==> src/rtl/onyx_sram_pkg.sv <==
// Shared opcode and state definitions for the Onyx SRAM command controller.
package onyx_sram_pkg;

  localparam logic [2:0] OP_NOP       = 3'd0;
  localparam logic [2:0] OP_POWER_ON  = 3'd1;
  localparam logic [2:0] OP_POWER_OFF = 3'd2;
  localparam logic [2:0] OP_READ      = 3'd3;
  localparam logic [2:0] OP_WRITE     = 3'd4;

  typedef enum logic [2:0] {
    SOP_NOP       = OP_NOP,
    SOP_POWER_ON  = OP_POWER_ON,
    SOP_POWER_OFF = OP_POWER_OFF,
    SOP_READ      = OP_READ,
    SOP_WRITE     = OP_WRITE
  } sram_op_e;

  typedef enum logic [2:0] {
    ST_OFF      = 3'd0,
    ST_WAKE     = 3'd1,
    ST_ON       = 3'd2,
    ST_RD_ISSUE = 3'd3,
    ST_RD_CAPT  = 3'd4,
    ST_RD_RESP  = 3'd5,
    ST_WR_DATA  = 3'd6
  } sram_state_e;

endpackage

==> src/rtl/sram_wake_timer.sv <==
// Loadable down-counter timing the SRAM power-up interval; done while the count is zero.
module sram_wake_timer #(
  parameter int unsigned WAKE_CYCLES = 4
) (
  input  logic CLK,
  input  logic ASYNCRESET,
  input  logic load,
  input  logic dec,
  output logic done
);

  localparam int unsigned CNT_W = $clog2(WAKE_CYCLES + 1);

  logic [CNT_W-1:0] cnt;

  always_ff @(posedge CLK or posedge ASYNCRESET) begin
    if (ASYNCRESET) begin
      cnt <= '0;
    end else if (load) begin
      cnt <= CNT_W'(WAKE_CYCLES - 1);
    end else if (dec && (cnt != '0)) begin
      cnt <= cnt - 1'b1;
    end
  end

  assign done = (cnt == '0);

endmodule

==> src/rtl/sram_cmd_fsm.sv <==
// Command controller for one single-port SRAM macro: power sequencing, reads, writes.
// Optional SRAM_FSM_ERR_COUNT_EN adds a saturating illegal-command counter output.
module sram_cmd_fsm
  import onyx_sram_pkg::*;
#(
  parameter int unsigned DATA_W      = 16,
  parameter int unsigned ADDR_W      = 9,
  parameter int unsigned CMD_W       = 4,
  parameter int unsigned WAKE_CYCLES = 4,
  parameter int unsigned ERR_CNT_W   = 8
) (
  input  logic              CLK,
  input  logic              ASYNCRESET,
  input  logic              cmd_valid,
  output logic              cmd_ready,
  input  logic [CMD_W-1:0]  cmd_op,
  input  logic [ADDR_W-1:0] cmd_addr,
  input  logic              wdata_valid,
  output logic              wdata_ready,
  input  logic [DATA_W-1:0] wdata,
  output logic              rdata_valid,
  input  logic              rdata_ready,
  output logic [DATA_W-1:0] rdata,
  output logic              mem_pwr,
  output logic              mem_cen,
  output logic              mem_wen,
  output logic [ADDR_W-1:0] mem_addr,
  output logic [DATA_W-1:0] mem_wdata,
  input  logic [DATA_W-1:0] mem_rdata,
  output logic              err_pulse,
`ifdef SRAM_FSM_ERR_COUNT_EN
  output logic [ERR_CNT_W-1:0] err_count,
`endif
  output logic [2:0]        cur_state
);

  if (WAKE_CYCLES < 1 || CMD_W < 3 || ERR_CNT_W < 1) begin : g_bad_cfg
    $error("sram_cmd_fsm: invalid parameter set");
  end

  sram_state_e state_q, state_d;
  logic              pwr_d, cen_d, wen_d, rvalid_d, err_d;
  logic [ADDR_W-1:0] addr_d;
  logic [DATA_W-1:0] wdata_d, rdata_d;
  logic              op_legal, wake_load, wake_dec, wake_done;
  sram_op_e          op;

  assign op_legal    = (cmd_op <= CMD_W'(OP_WRITE));
  assign op          = sram_op_e'(cmd_op[2:0]);
  assign cmd_ready   = (state_q == ST_OFF) || (state_q == ST_ON);
  assign wdata_ready = (state_q == ST_WR_DATA);
  assign cur_state   = state_q;
  assign wake_load   = (state_q == ST_OFF) && (state_d == ST_WAKE);
  assign wake_dec    = (state_q == ST_WAKE);

  sram_wake_timer #(.WAKE_CYCLES(WAKE_CYCLES)) u_wake_timer (
    .CLK        (CLK),
    .ASYNCRESET (ASYNCRESET),
    .load       (wake_load),
    .dec        (wake_dec),
    .done       (wake_done)
  );

  always_comb begin
    state_d  = state_q;
    pwr_d    = mem_pwr;
    cen_d    = 1'b0;
    wen_d    = 1'b0;
    addr_d   = mem_addr;
    wdata_d  = mem_wdata;
    rdata_d  = rdata;
    rvalid_d = rdata_valid;
    err_d    = 1'b0;
    unique case (state_q)
      ST_OFF: begin
        if (cmd_valid) begin
          if (op_legal && op == SOP_POWER_ON) begin
            state_d = ST_WAKE;
            pwr_d   = 1'b1;
          end else if (!(op_legal && op == SOP_NOP)) begin
            err_d = 1'b1;
          end
        end
      end
      ST_WAKE: if (wake_done) state_d = ST_ON;
      ST_ON: begin
        if (cmd_valid) begin
          if (!op_legal) begin
            err_d = 1'b1;
          end else begin
            unique case (op)
              SOP_POWER_OFF: begin
                state_d = ST_OFF;
                pwr_d   = 1'b0;
              end
              // A read accepted during a write strobe defers its own strobe by one cycle
              SOP_READ: begin
                state_d = ST_RD_ISSUE;
                cen_d   = !mem_cen;
                addr_d  = cmd_addr;
              end
              SOP_WRITE: begin
                state_d = ST_WR_DATA;
                addr_d  = cmd_addr;
              end
              default: ;
            endcase
          end
        end
      end
      ST_RD_ISSUE: begin
        if (mem_cen) state_d = ST_RD_CAPT;
        else         cen_d   = 1'b1;
      end
      ST_RD_CAPT: begin
        rdata_d  = mem_rdata;
        rvalid_d = 1'b1;
        state_d  = ST_RD_RESP;
      end
      ST_RD_RESP: begin
        if (rdata_ready) begin
          rvalid_d = 1'b0;
          state_d  = ST_ON;
        end
      end
      ST_WR_DATA: begin
        if (wdata_valid) begin
          cen_d   = 1'b1;
          wen_d   = 1'b1;
          wdata_d = wdata;
          state_d = ST_ON;
        end
      end
      default: state_d = ST_OFF;
    endcase
  end

  always_ff @(posedge CLK or posedge ASYNCRESET) begin
    if (ASYNCRESET) begin
      state_q     <= ST_OFF;
      mem_pwr     <= 1'b0;
      mem_cen     <= 1'b0;
      mem_wen     <= 1'b0;
      mem_addr    <= '0;
      mem_wdata   <= '0;
      rdata       <= '0;
      rdata_valid <= 1'b0;
      err_pulse   <= 1'b0;
    end else begin
      state_q     <= state_d;
      mem_pwr     <= pwr_d;
      mem_cen     <= cen_d;
      mem_wen     <= wen_d;
      mem_addr    <= addr_d;
      mem_wdata   <= wdata_d;
      rdata       <= rdata_d;
      rdata_valid <= rvalid_d;
      err_pulse   <= err_d;
    end
  end

`ifdef SRAM_FSM_ERR_COUNT_EN
  always_ff @(posedge CLK or posedge ASYNCRESET) begin
    if (ASYNCRESET) begin
      err_count <= '0;
    end else if (err_d && (err_count != '1)) begin
      err_count <= err_count + 1'b1;
    end
  end
`endif

endmodule

==> config.mk <==
export PLATFORM = sky130hd
export DESIGN_NAME = sram_cmd_fsm
export DESIGN_NICKNAME = d
export VERILOG_FILES = /design/src/rtl/onyx_sram_pkg.sv /design/src/rtl/sram_wake_timer.sv /design/src/rtl/sram_cmd_fsm.sv
export SDC_FILE = /design/constraint.sdc
export NUM_CORES = 1
export LEC_CHECK = 0
export CAP_MARGIN = 10
export CORE_MARGIN = 4
export CORE_UTILIZATION = 41
export DETAILED_ROUTE_END_ITERATION = 10
export PLACE_DENSITY = 0.77
export SETUP_SLACK_MARGIN = 0.4
export SYNTH_ARGS = -nofsm -noshare
export SYNTH_HDL_FRONTEND = slang
export SYNTH_SLANG_ARGS = --single-unit
==> constraint.sdc <==
create_clock -name CLK -period 2.4 [get_ports CLK]
set_input_delay 0.24 -clock CLK [delete_from_list [all_inputs] [get_ports CLK]]
set_output_delay 0.24 -clock CLK [all_outputs]
set_load 0.01 [all_outputs]
==> results_dict.tcl <==
set metrics [dict create \
    clk_pin_slew_ns 0.09 \
    area_growth_pct 55.7 \
    diodes 0 \
    regArea_mm2 0.00130 \
    grt_max_degree 29 \
    synth_warnings 0 \
    grt_antenna_before_repair 0 \
    max_freq_mhz 515 \
    seqPwrFrac_pct 38.6 \
    worstPathRequired_ns 2.58 \
    max-slew-margin-rel_pct 63.3 \
    hpwlAfterDp_um 4240 \
    async_reset_ff_share_pct 100 \
    p_int_w 0.00265 \
    crit_slowest_cell "clkdlybuf4s50_1" \
    nets 358 \
    via_count 1873 \
    drt_pass1_iterations 4 \
    fin_crit_sh_pct 80.9 \
    io_pins 101 \
    crit_chain "clkdlybuf4s50_1, or3b_4, a2111oi_4, buf_6, mux2_2" \
    leakage_nw 1.52 \
    cts_max_path_buffers 2 \
    cts_made_buffers 5 \
    clkSinkCount 52 \
    setup_viol 0 \
    cts_root_buf "clkbuf_8" \
    setup_slack_ns 0.459 \
    dp_worst_setup_slack_ns 0.129 \
    fillers 424 \
    rows 26 \
    clock_latency_ns 0.30 \
    syn_area_mm2 0.00223 \
    wl_per_cell_um 14.8 \
    synth_top_area_share_pct 58.4 \
    ff2ff_path_depth 4 \
    cp-end-kind "register" \
    rrSetupSlack_ns 0.76 \
    ant_nets 0 \
    dominantRegCellSynth "dfrtp_1" \
    cts_tree "done" \
    multi_input_area_um2 880 \
    power_density_mw_per_mm2 1130 \
    critPathKind "in -> reg" \
    worstPathMaxFanout 9 \
    pwr-share-comb_pct 48.7 \
    skew_ns 0.00562 \
    ctsHoldBuffers 0 \
    port_buffers 100 \
    start_kind "primary input" \
    synth-edff-count 0 \
    synthCells 196 \
    tightest_slew_ns 0.549 \
    finalCriticalPeriod_ns 1.94 \
    ys_types 41 \
    status "finished, final reports clean" \
    vdd_drop_max_mv 0.628 \
    drc_errors 0 \
    r2r_end "mem_addr[8]" \
    tns_ns 0 \
    swShare_pct 32.2 \
    cts-resized-gates 0 \
    slowest_delay_ns 0.56 \
    crit_arrival_ns 2.12 \
    post_cts.repair.setup_buffers 0 \
    hold_viol_final 0 \
    die_area_mm2 0.00668 \
    crit_path_end "mem_addr[8]" \
    core_mm2 0.00520 \
    syn_nets 248 \
    grt_pass1_vias 1855 \
    vias_per_cell 4.97 \
    switching_power_w 0.00126 \
    drt-total-wl_um 5580 \
    h-tree-depth 2 \
    synth_top_area_cell "dfrtp_1" \
    drv_slew 0 \
    synth_seq_cells 52 \
    grt_first_pass_wirelength_um 8790 \
    synth.yosys.seq_area_share_pct 58.4 \
    die_height_um 81.7 \
    rsz0062_at_grt "false" \
    cap_violations 0 \
    drive_gt1_share_pct 15.6 \
    syn_area_per_cell_um2 11.4 \
    grt_usage_pct 17.3 \
    hp-class "in -> async" \
    drtIter0Drc 99 \
    die_w_um 81.7 \
    crit_start "cmd_op[2]" \
    initial_utilization_pct 42.8 \
    synth_area_leaders "dfrtp_1 58%, mux2_2 13%, nand2_1 8.6%, a2111oi_4 1.2%, nor2_1 1.2%" \
    rr_startpoint "cur_state[2]" \
    place.gp.congestion 0.778 \
    p_clk_share_pct 12.7 \
    grt.overflow.total 0 \
]
==> synth_stat cells, drive strengths merged, types with 2 or more instances <==
cell type and n:
nor4b 2, o211ai 2, mux2 25, nand2 51, or4 2, a211oi 2
nor3 2, nand2b 4, inv 6, a31oi 2, dfrtp 52, or3b 2
o21ai 5, ha 2, nor2 7, nor2b 2, nand3 2, clkbuf 6
==> power by group through the flow <==
| stage | Combinational, W | Sequential [W] | Clock [W] |
|---|---|---|---|
| 6_report | 0.00190 | 0.00151 | 0.000496 |
| 4_1_cts | 0.00194 | 0.00151 | 0.000518 |
| 5_1_grt | 0.00207 | 0.00156 | 0.000563 |
| 3_3_place_gp | 0.00188 | 0.00151 | 0 |
| 3_5_place_dp | 0.00192 | 0.00152 | 0 |
| 2_1_floorplan | 0.000648 | 0.00170 | 0 |
==> state kept, by name, indices dropped and copies added, names as in the netlist <==
signal	count
cur_state	3
mem_pwr	1
rdata_valid	1
mem_addr	9
u_wake_timer.cnt	3
rdata	16
mem_wen	1
mem_cen	1
mem_wdata	16
err_pulse	1
==> layer usage <==
| layer | share of wire, % | routed length (µm) | vias to the layer above | track usage, % |
|---|---|---|---|---|
| li1 | - | - | 892 | - |
| met4 | 0.99 | 55 | 0 | 4.49 |
| met2 | 48 | 2700 | 71 | 29.2 |
| met3 | 9.7 | 542 | 7 | 6.47 |
| met1 | 41 | 2280 | 903 | 20.9 |
| met5 | 0 | 0 | - | 0 |
==> how the worst min path moves through the flow <==
stage | start | end | slack, ns | cells after the start
after floorplan | wdata[0] | mem_wdata[0] | 0.35 | 2
after global placement | mem_wdata[7] | mem_wdata[7] | 0.46 | 2
after detailed placement | mem_wdata[0] | mem_wdata[0] | 0.46 | 2
after CTS | ASYNCRESET | mem_pwr | 0.35 | 2
after global routing | ASYNCRESET | mem_wdata[9] | 0.38 | 2
final | ASYNCRESET | cur_state[0] | 0.34 | 2
==> kinds of logic (layout without fill, tap and decap cells) <==
family | after synthesis | after routing | share of synthesized area, %
simple gates | 81 | 81 | 17.5
flops | 52 | 52 | 58.4
mux | 26 | 26 | 13.1
compound gates | 22 | 22 | 7.74
buf+inv | 13 | 124 | 2.19
fa+ha+maj | 2 | 2 | 1.12
==> layout by cell type, fill, tap and decap left out, types with 4 or more instances in the layout <==
| cell type | Yosys | routed |
|---|---|---|
| clkdlybuf4s50_1 | 0 | 100 |
| nand2_1 | 51 | 51 |
| dfrtp_1 | 52 | 51 |
| mux2_2 | 25 | 25 |
| nor2_1 | 7 | 7 |
| buf_4 | 0 | 7 |
| clkbuf_8 | 0 | 6 |
| inv_1 | 6 | 5 |
| o21ai_0 | 5 | 5 |
| nand2b_1 | 4 | 4 |
==> through the flow <==
step	hold WS, ns	cells	total power [W]	util, %	instance area, µm²
CTS	0.346	377	0.00396	66.6	3470
global placement	0.458	369	0.00338	64.9	3380
floorplan	0.345	196	0.00235	-	2230
detailed placement	0.462	369	0.00345	64.9	3380
global route	0.378	377	0.00420	66.7	3470
finish	0.336	377	0.00391	66.7	3470
==> area by class of cell <==
class	count	area share [%]
inverter	7	0.757
sequential	52	37.5
tap	70	2.52
clock buffer	8	2.60
timing repair buffer	109	31.3
multi-input combinational	131	25.3
==> worst max-delay path, delay by kind of cell <==
kind / cells / cell delay, ns
compound gates: 1 / 0.36
mux: 1 / 0.34
buf+inv: 2 / 0.75
simple gates: 1 / 0.42
Note: power is estimated with default switching activity, not from simulation.
